## config.mk

```make
export PLATFORM = sky130hd
export DESIGN_NAME = target_hit_detector
export DESIGN_NICKNAME = d
export VERILOG_FILES = /design/src/rtl/game_pkg.sv /design/src/rtl/box_overlap.sv /design/src/rtl/target_hit_detector.sv
export SDC_FILE = /design/constraint.sdc
export NUM_CORES = 1
export LEC_CHECK = 0
export ABC_CLOCK_PERIOD_IN_PS = 4350
export CAP_MARGIN = 15
export CORE_AREA = 5 5 99 101
export CTS_BUF_LIST = sky130_fd_sc_hd__clkbuf_8 sky130_fd_sc_hd__clkbuf_16
export CTS_CLUSTER_DIAMETER = 150
export DETAILED_ROUTE_END_ITERATION = 8
export DIE_AREA = 0 0 104 106
export PLACE_DENSITY_LB_ADDON = 0.25
export SLEW_MARGIN = 20
export SYNTH_ARGS = -nofsm -noshare
export SYNTH_HDL_FRONTEND = slang
export SYNTH_SLANG_ARGS = --single-unit
```

## constraint.sdc

```tcl
create_clock -name frame_clk -period 4.35 [get_ports frame_clk]
set_clock_uncertainty 0.1 [all_clocks]
set_input_delay 1.305 -clock frame_clk [delete_from_list [all_inputs] [get_ports frame_clk]]
set_output_delay 1.305 -clock frame_clk [all_outputs]
set_load 0.005 [all_outputs]
```

## src/rtl/game_pkg.sv

```systemverilog
// ---------------------------------------------------------------------------
// game_pkg
// Shared types and helpers for the on-screen game logic.
//   coord_t      : 10-bit pixel coordinate / half-size
//   hit_state_t  : phases of the target hit detector
//   abs_diff()   : 11-bit unsigned |a - b| of two coordinates
// ---------------------------------------------------------------------------
package game_pkg;

    typedef logic [9:0] coord_t;

    typedef enum logic [1:0] {
        IDLE     = 2'd0,
        DWELL    = 2'd1,
        PRESS    = 2'd2,
        COOLDOWN = 2'd3
    } hit_state_t;

    // Widened by one bit so the difference can never wrap.
    function automatic logic [10:0] abs_diff(input coord_t a, input coord_t b);
        logic [10:0] wa;
        logic [10:0] wb;
        wa = {1'b0, a};
        wb = {1'b0, b};
        return (wa >= wb) ? (wa - wb) : (wb - wa);
    endfunction

endpackage

```

## src/rtl/box_overlap.sv

```systemverilog
// ---------------------------------------------------------------------------
// box_overlap
// Purely combinational test of whether two centred square boxes touch or
// overlap. Boxes sharing an edge pixel count as overlapping.
// Ports:
//   cur_x, cur_y, cur_s : first box centre and half-size
//   tgt_x, tgt_y, tgt_s : second box centre and half-size
//   overlap             : 1 when the boxes touch or overlap
// ---------------------------------------------------------------------------
module box_overlap
    import game_pkg::*;
(
    input  coord_t cur_x,
    input  coord_t cur_y,
    input  coord_t cur_s,
    input  coord_t tgt_x,
    input  coord_t tgt_y,
    input  coord_t tgt_s,
    output logic   overlap
);

    logic [10:0] dx;
    logic [10:0] dy;
    logic [10:0] lim;

    // The half-sizes are summed in 11 bits so two large boxes never wrap.
    always_comb begin
        dx      = abs_diff(cur_x, tgt_x);
        dy      = abs_diff(cur_y, tgt_y);
        lim     = {1'b0, cur_s} + {1'b0, tgt_s};
        overlap = (dx <= lim) && (dy <= lim);
    end

endmodule

```

## src/rtl/target_hit_detector.sv

```systemverilog
// ---------------------------------------------------------------------------
// target_hit_detector
// Scores a hit when the player cursor box stays on the target box for
// DWELL_FRAMES consecutive frames, then pulses the target mover's Pressed
// input for PRESS_FRAMES frames and ignores the target for COOLDOWN_FRAMES.
// Ports:
//   frame_clk  : frame clock, everything on posedge
//   Reset_n    : synchronous active-low reset
//   Enable     : 0 forces the detector idle (score is kept)
//   CursorX/Y/S: cursor centre and half-size
//   TargetX/Y/S: target centre and half-size from the target mover
//   InTarget   : registered overlap flag
//   Pressed    : registered advance request to the target mover
//   Hit        : one-frame pulse per scored hit
//   Score      : saturating hit counter
// ---------------------------------------------------------------------------
module target_hit_detector
    import game_pkg::*;
#(
    parameter int DWELL_FRAMES    = 30,
    parameter int PRESS_FRAMES    = 2,
    parameter int COOLDOWN_FRAMES = 60,
    parameter int SCORE_W         = 8
) (
    input  logic               frame_clk,
    input  logic               Reset_n,
    input  logic               Enable,
    input  logic [9:0]         CursorX,
    input  logic [9:0]         CursorY,
    input  logic [9:0]         CursorS,
    input  logic [9:0]         TargetX,
    input  logic [9:0]         TargetY,
    input  logic [9:0]         TargetS,
    output logic               InTarget,
    output logic               Pressed,
    output logic               Hit,
    output logic [SCORE_W-1:0] Score
);

    localparam logic [15:0] DWELL_LAST = 16'(DWELL_FRAMES - 1);
    localparam logic [15:0] PRESS_LAST = 16'(PRESS_FRAMES - 1);
    localparam logic [15:0] COOL_LAST  = 16'(COOLDOWN_FRAMES - 1);

    hit_state_t         state_q, state_d;
    logic [15:0]        cnt_q, cnt_d;
    logic               in_target_q, in_target_d;
    logic               pressed_q, pressed_d;
    logic               hit_q, hit_d;
    logic [SCORE_W-1:0] score_q, score_d;
    logic               overlap;
    logic               entering_press;

    box_overlap u_box_overlap (
        .cur_x  (CursorX),
        .cur_y  (CursorY),
        .cur_s  (CursorS),
        .tgt_x  (TargetX),
        .tgt_y  (TargetY),
        .tgt_s  (TargetS),
        .overlap(overlap)
    );

    // Phase sequencing. The FSM works off the registered overlap flag, so
    // the dwell count lines up with the frames on which InTarget was seen
    // high. cnt is reused as the frame counter of whichever phase is active.
    always_comb begin
        state_d = state_q;
        cnt_d   = cnt_q;
        case (state_q)
            IDLE: begin
                if (in_target_q) begin
                    if (DWELL_FRAMES == 1) begin
                        state_d = PRESS;
                        cnt_d   = 16'd0;
                    end else begin
                        state_d = DWELL;
                        cnt_d   = 16'd1;
                    end
                end
            end
            DWELL: begin
                if (!in_target_q) begin
                    state_d = IDLE;
                    cnt_d   = 16'd0;
                end else if (cnt_q == DWELL_LAST) begin
                    state_d = PRESS;
                    cnt_d   = 16'd0;
                end else begin
                    cnt_d = cnt_q + 16'd1;
                end
            end
            PRESS: begin
                if (cnt_q == PRESS_LAST) begin
                    state_d = COOLDOWN;
                    cnt_d   = 16'd0;
                end else begin
                    cnt_d = cnt_q + 16'd1;
                end
            end
            COOLDOWN: begin
                if (cnt_q == COOL_LAST) begin
                    state_d = IDLE;
                    cnt_d   = 16'd0;
                end else begin
                    cnt_d = cnt_q + 16'd1;
                end
            end
            default: begin
                state_d = IDLE;
                cnt_d   = 16'd0;
            end
        endcase

        // Disabling aborts any phase, including an in-flight press.
        if (!Enable) begin
            state_d = IDLE;
            cnt_d   = 16'd0;
        end
    end

    // Outputs derived from the next state so they are registered and line
    // up with the state they describe. A hit is scored only on the edge that
    // enters PRESS, and the score sticks at all-ones rather than wrapping.
    always_comb begin
        entering_press = (state_d == PRESS) && (state_q != PRESS);
        hit_d          = entering_press;
        pressed_d      = (state_d == PRESS);
        in_target_d    = overlap & Enable;
        score_d        = score_q;
        if (entering_press && (score_q != {SCORE_W{1'b1}})) begin
            score_d = score_q + SCORE_W'(1);
        end
    end

    always_ff @(posedge frame_clk) begin
        if (!Reset_n) begin
            state_q     <= IDLE;
            cnt_q       <= 16'd0;
            in_target_q <= 1'b0;
            pressed_q   <= 1'b0;
            hit_q       <= 1'b0;
            score_q     <= '0;
        end else begin
            state_q     <= state_d;
            cnt_q       <= cnt_d;
            in_target_q <= in_target_d;
            pressed_q   <= pressed_d;
            hit_q       <= hit_d;
            score_q     <= score_d;
        end
    end

    assign InTarget = in_target_q;
    assign Pressed  = pressed_q;
    assign Hit      = hit_q;
    assign Score    = score_q;

endmodule
```

==> results by stage <==
Floorplan:
- The die is 106 microns tall.
- Once the floorplan was initialized, standard cells occupied 46.2% of the core.
- After floorplanning, the core was divided into 35 placement rows.
- The total I/O pin count is 74.
- The die covers 0.0110 sq mm.
- From left edge to right edge, the die measures 104 microns.
- The core region is 0.00893 sq mm.

Placement:
- The placed cell area is 0.00570 sq mm.
- The wire-length estimate of the detail-placed layout is 9120 microns.
- During placement, the flow inserted port buffers numbering 73.
- At the end of routability-driven placement, the weighted congestion stood at 0.882.

Drt:
- Summed over all layers, the routed wires come to 13,100 microns.
- Using the TritonRoute via totals, the vias-per-cell ratio works out to 5.53.
- The detailed router placed 4,633 vias in this run.
- Dividing the detail-routed wire length by the instance count gives 15.6 microns.
- The remaining design rule violation count is 0.
- The first routing iteration left 231 violations.
- The final antenna-violating net count is 0.
- For this run, the detailed router's first-pass iteration total came to 4.

Yosys:
- Of the post-synthesis cell area, the dominant cell type holds 22.7%.
- The combinational family with the most area after synthesis is adder cells.
- During synthesis, Yosys emitted a total of 0 warnings.
- The synthesized netlist cell count is 534.
- Sequential cells were found to cover 14.1% of the synthesized design area.
- In this run, synthesis produced a sequential element count of 29.
- The predominant post-synthesis flop cell is sky130_fd_sc_hd__dfxtp_1.
- The area share of fa/ha/maj cells after synthesis is 25.1%.
- Summing the areas of all xor and xnor instances in the mapped netlist gives 6.36% of the synthesized area.
- Ranked by total cell area, the synthesized netlist is headed by sky130_fd_sc_hd__ha_1, sky130_fd_sc_hd__dfxtp_1, sky130_fd_sc_hd__a21oi_1, sky130_fd_sc_hd__inv_1, sky130_fd_sc_hd__a21o_1.
- The async set-reset flop share out of synthesis is 0%.
- The netlist uses 62 different library cells.
- Measured against the total synthesized area, the mux share comes to 3.45%.
- After synthesis the cells add up to 0.00413 sq mm.
- The synthesized area divided by synthesized cell count is 7.74 sq um.
- Counting flops with a built-in enable in the synthesized netlist gives 0.
- Of the total synthesized cell area, the portion taken by AND, OR, NAND and NOR gates is 20.6%.
- Synthesis produced a netlist with a net count of 677.
- The library cell with the largest summed area after synthesis is sky130_fd_sc_hd__ha_1.
- Summing the areas of all compound-gate instances in the mapped netlist gives 23.1% of the synthesized area.

GRT:
- The initial antenna violation count was 0.
- The pin count of the biggest net entering global routing is 26.
- For this run, the total global-route usage over all layers was measured as 21.1%.
- The total overflow left after global routing is 0.
- The wire length of the first global-routing pass is 20,200 microns.
- The via count of the first global-routing pass is 4,597.

Run:
- The total of max-cap violations is 0.

Clock tree:
- For this design, the sink count on the clock tree is 29.
- In this run, post-CTS hold repair placed 0 buffers.
- The maximum number of buffers from clock root to sink is 2.
- The clock reaches the later pin of the worst-skew pair after 0.28 ns.
- The cell sitting at the root of the clock tree is a sky130_fd_sc_hd__clkbuf_8.
- The maximum level of the CTS H-tree is 2.
- The number of CTS-inserted buffers is 5.
- TritonCTS built the clock tree.
- The post-CTS clock slew at the launch and capture registers of the worst setup and hold paths is 0.06 ns.

STA:
- The slew at the pin with the worst max-slew slack is 0.883 ns.
- The final count of pins violating max slew is 0.
- The final setup violation count is 0.
- The timing-limited maximum frequency is 234 MHz.
- The time the final worst path needs with I/O delays and setup is 4.28 ns.
- The max-slew headroom at the worst pin is 40.7%.
- The number of hold-slack violations in the final timing report came to 0.
- The total negative setup slack is 0 ns.
- The worst hold slack is 0.398 ns.
- The portion of the clock cycle consumed by the worst path in the final layout is 98.4%.

Cells and area:
- The share of final-layout standard cells stronger than drive strength 1 is 36.5%.
- After routing the design area is 0.00671 sq mm.
- Leaving out fill and tap cells, the most frequent cells in the layout are sky130_fd_sc_hd__buf_4, sky130_fd_sc_hd__inv_1, sky130_fd_sc_hd__ha_1.
- The core utilization of the finished layout is 75.2%.
- The final layout net count is 869.
- The leading cell type in the layout, fill and taps excluded is sky130_fd_sc_hd__buf_4.
- The layout overhead on the synthesized area is 62.5%.
- 0 antenna diodes ended up in the layout.

Worst setup path:
- Of all nets on the critical path, the largest fanout is 5.
- Data arrives at the worst endpoint at 4.37 ns.
- The critical path is of the primary input to register type.
- The category of the worst setup path launch point is a primary input.
- Data on the critical path is required at its endpoint by 4.44 ns.
- The kind of end point of the critical path is a register.

Power and ir drop:
- The total design power is 1510 uW.
- The power density normalized to cell area is 225 mW/mm^2.
- The static leakage power is 0.00317 uW.
- The worst vdd rail ir drop is 0.132 mV.

Worst hold path:
- In this run the worst hold path is classified as register to register.

Status:
- The run finished with clean final reports.
Yosys cell counts, types with 9 or more instances:
| library cell | n |
|---|---|
| sky130_fd_sc_hd__nand3_1 | 14 |
| sky130_fd_sc_hd__nand4_1 | 10 |
| sky130_fd_sc_hd__ha_1 | 75 |
| sky130_fd_sc_hd__o21ai_0 | 21 |
| sky130_fd_sc_hd__inv_1 | 54 |
| sky130_fd_sc_hd__buf_2 | 9 |
| sky130_fd_sc_hd__dfxtp_1 | 29 |
| sky130_fd_sc_hd__a21o_1 | 21 |
| sky130_fd_sc_hd__mux2i_1 | 12 |
| sky130_fd_sc_hd__o21ai_1 | 13 |
| sky130_fd_sc_hd__a21oi_1 | 51 |
| sky130_fd_sc_hd__xor2_1 | 14 |
| sky130_fd_sc_hd__clkbuf_1 | 12 |
| sky130_fd_sc_hd__nor3_1 | 9 |
| sky130_fd_sc_hd__nor2_1 | 38 |
| sky130_fd_sc_hd__nand2_1 | 33 |
| sky130_fd_sc_hd__xnor2_1 | 16 |
final cells by class:
cell class / count / area, sq um
inverter: 54 / 203
timing repair buffer: 206 / 1780
sequential: 29 / 581
tap: 111 / 139
clock buffer: 5 / 68.8
fill: 666 / 2220
multi-input combinational: 430 / 3930
clock inverter: 3 / 13.8
timing repair:
action	4_1_cts	5_1_grt
gates cloned	1	1
buffers inserted	14	17
endpoints found under the setup margin	1	1
resized for setup	97	96
pin swaps	36	64
worst max-delay path, stage by stage:
cell and delay (ns):
sky130_fd_sc_hd__dlygate4sd2_1 0.25, sky130_fd_sc_hd__buf_4 0.13, sky130_fd_sc_hd__ha_1 0.21, sky130_fd_sc_hd__a21oi_2 0.13, sky130_fd_sc_hd__o21ai_2 0.10, sky130_fd_sc_hd__a221oi_4 0.36
sky130_fd_sc_hd__o21ai_4 0.18, sky130_fd_sc_hd__mux2i_4 0.24, sky130_fd_sc_hd__buf_4 0.15, sky130_fd_sc_hd__buf_4 0.12, sky130_fd_sc_hd__buf_4 0.12, sky130_fd_sc_hd__xnor2_1 0.12
sky130_fd_sc_hd__ha_1 0.32, sky130_fd_sc_hd__nand4_1 0.11, sky130_fd_sc_hd__nor3_2 0.21, sky130_fd_sc_hd__a21oi_2 0.09, sky130_fd_sc_hd__a221oi_2 0.23
flip-flops by register name, summed over array words and instances (netlist names):
name	cells
Pressed	1
cnt_q	16
Hit	1
state_q	2
InTarget	1
Score	8
path summary, 6_finish.rpt:
check                                            start                     end  slack, ns  cells after the start
worst max-delay path                        CursorY[8]     InTarget$_SDFF_PN0_       0.07                     17
worst min-delay path            cnt_q[14]$_SDFFE_PN0P_  cnt_q[14]$_SDFFE_PN0P_       0.40                      2
worst max register to register  cnt_q[11]$_SDFFE_PN0P_  cnt_q[13]$_SDFFE_PN0P_       1.56                      7
worst min register to register  cnt_q[14]$_SDFFE_PN0P_  cnt_q[14]$_SDFFE_PN0P_       0.40                      2
per-layer routing:
layer  share of wire [%]  global-route usage [%]  vias to the layer above
met5                   0                       0                        -
met4                 2.6                    6.11                        0
met3                 4.7                    2.43                       32
met2                  52                    38.2                      144
met1                  41                    26.2                     2162
li1                    -                       -                     2295
logic make-up (layout without fill, tap and decap cells):
kind of cell / Yosys count / in the layout
and+or+nand+nor: 157 / 157
AOI/OAI and AO/OA: 148 / 149
adders and majority gates: 80 / 80
buffers and inverters: 76 / 268
xor gates and xnor gates: 30 / 30
DFF: 29 / 29
muxes: 14 / 14
through the flow:
step / cells / setup slack (ns)
after floorplan: 534 / 0.00182
after global placement: 797 / -0.533
after detailed placement: 797 / -0.610
after CTS: 820 / 0.00154
after global routing: 838 / -0.0225
final: 838 / 0.0681
power breakdown:
group          switching, uW  internal, uW  leakage (uW)
registers               6.29           269      0.000234
clock network            101           108     0.0000491
logic                    479           547       0.00288
total                    586           924       0.00317
Note: power is estimated with default switching activity, not from simulation.
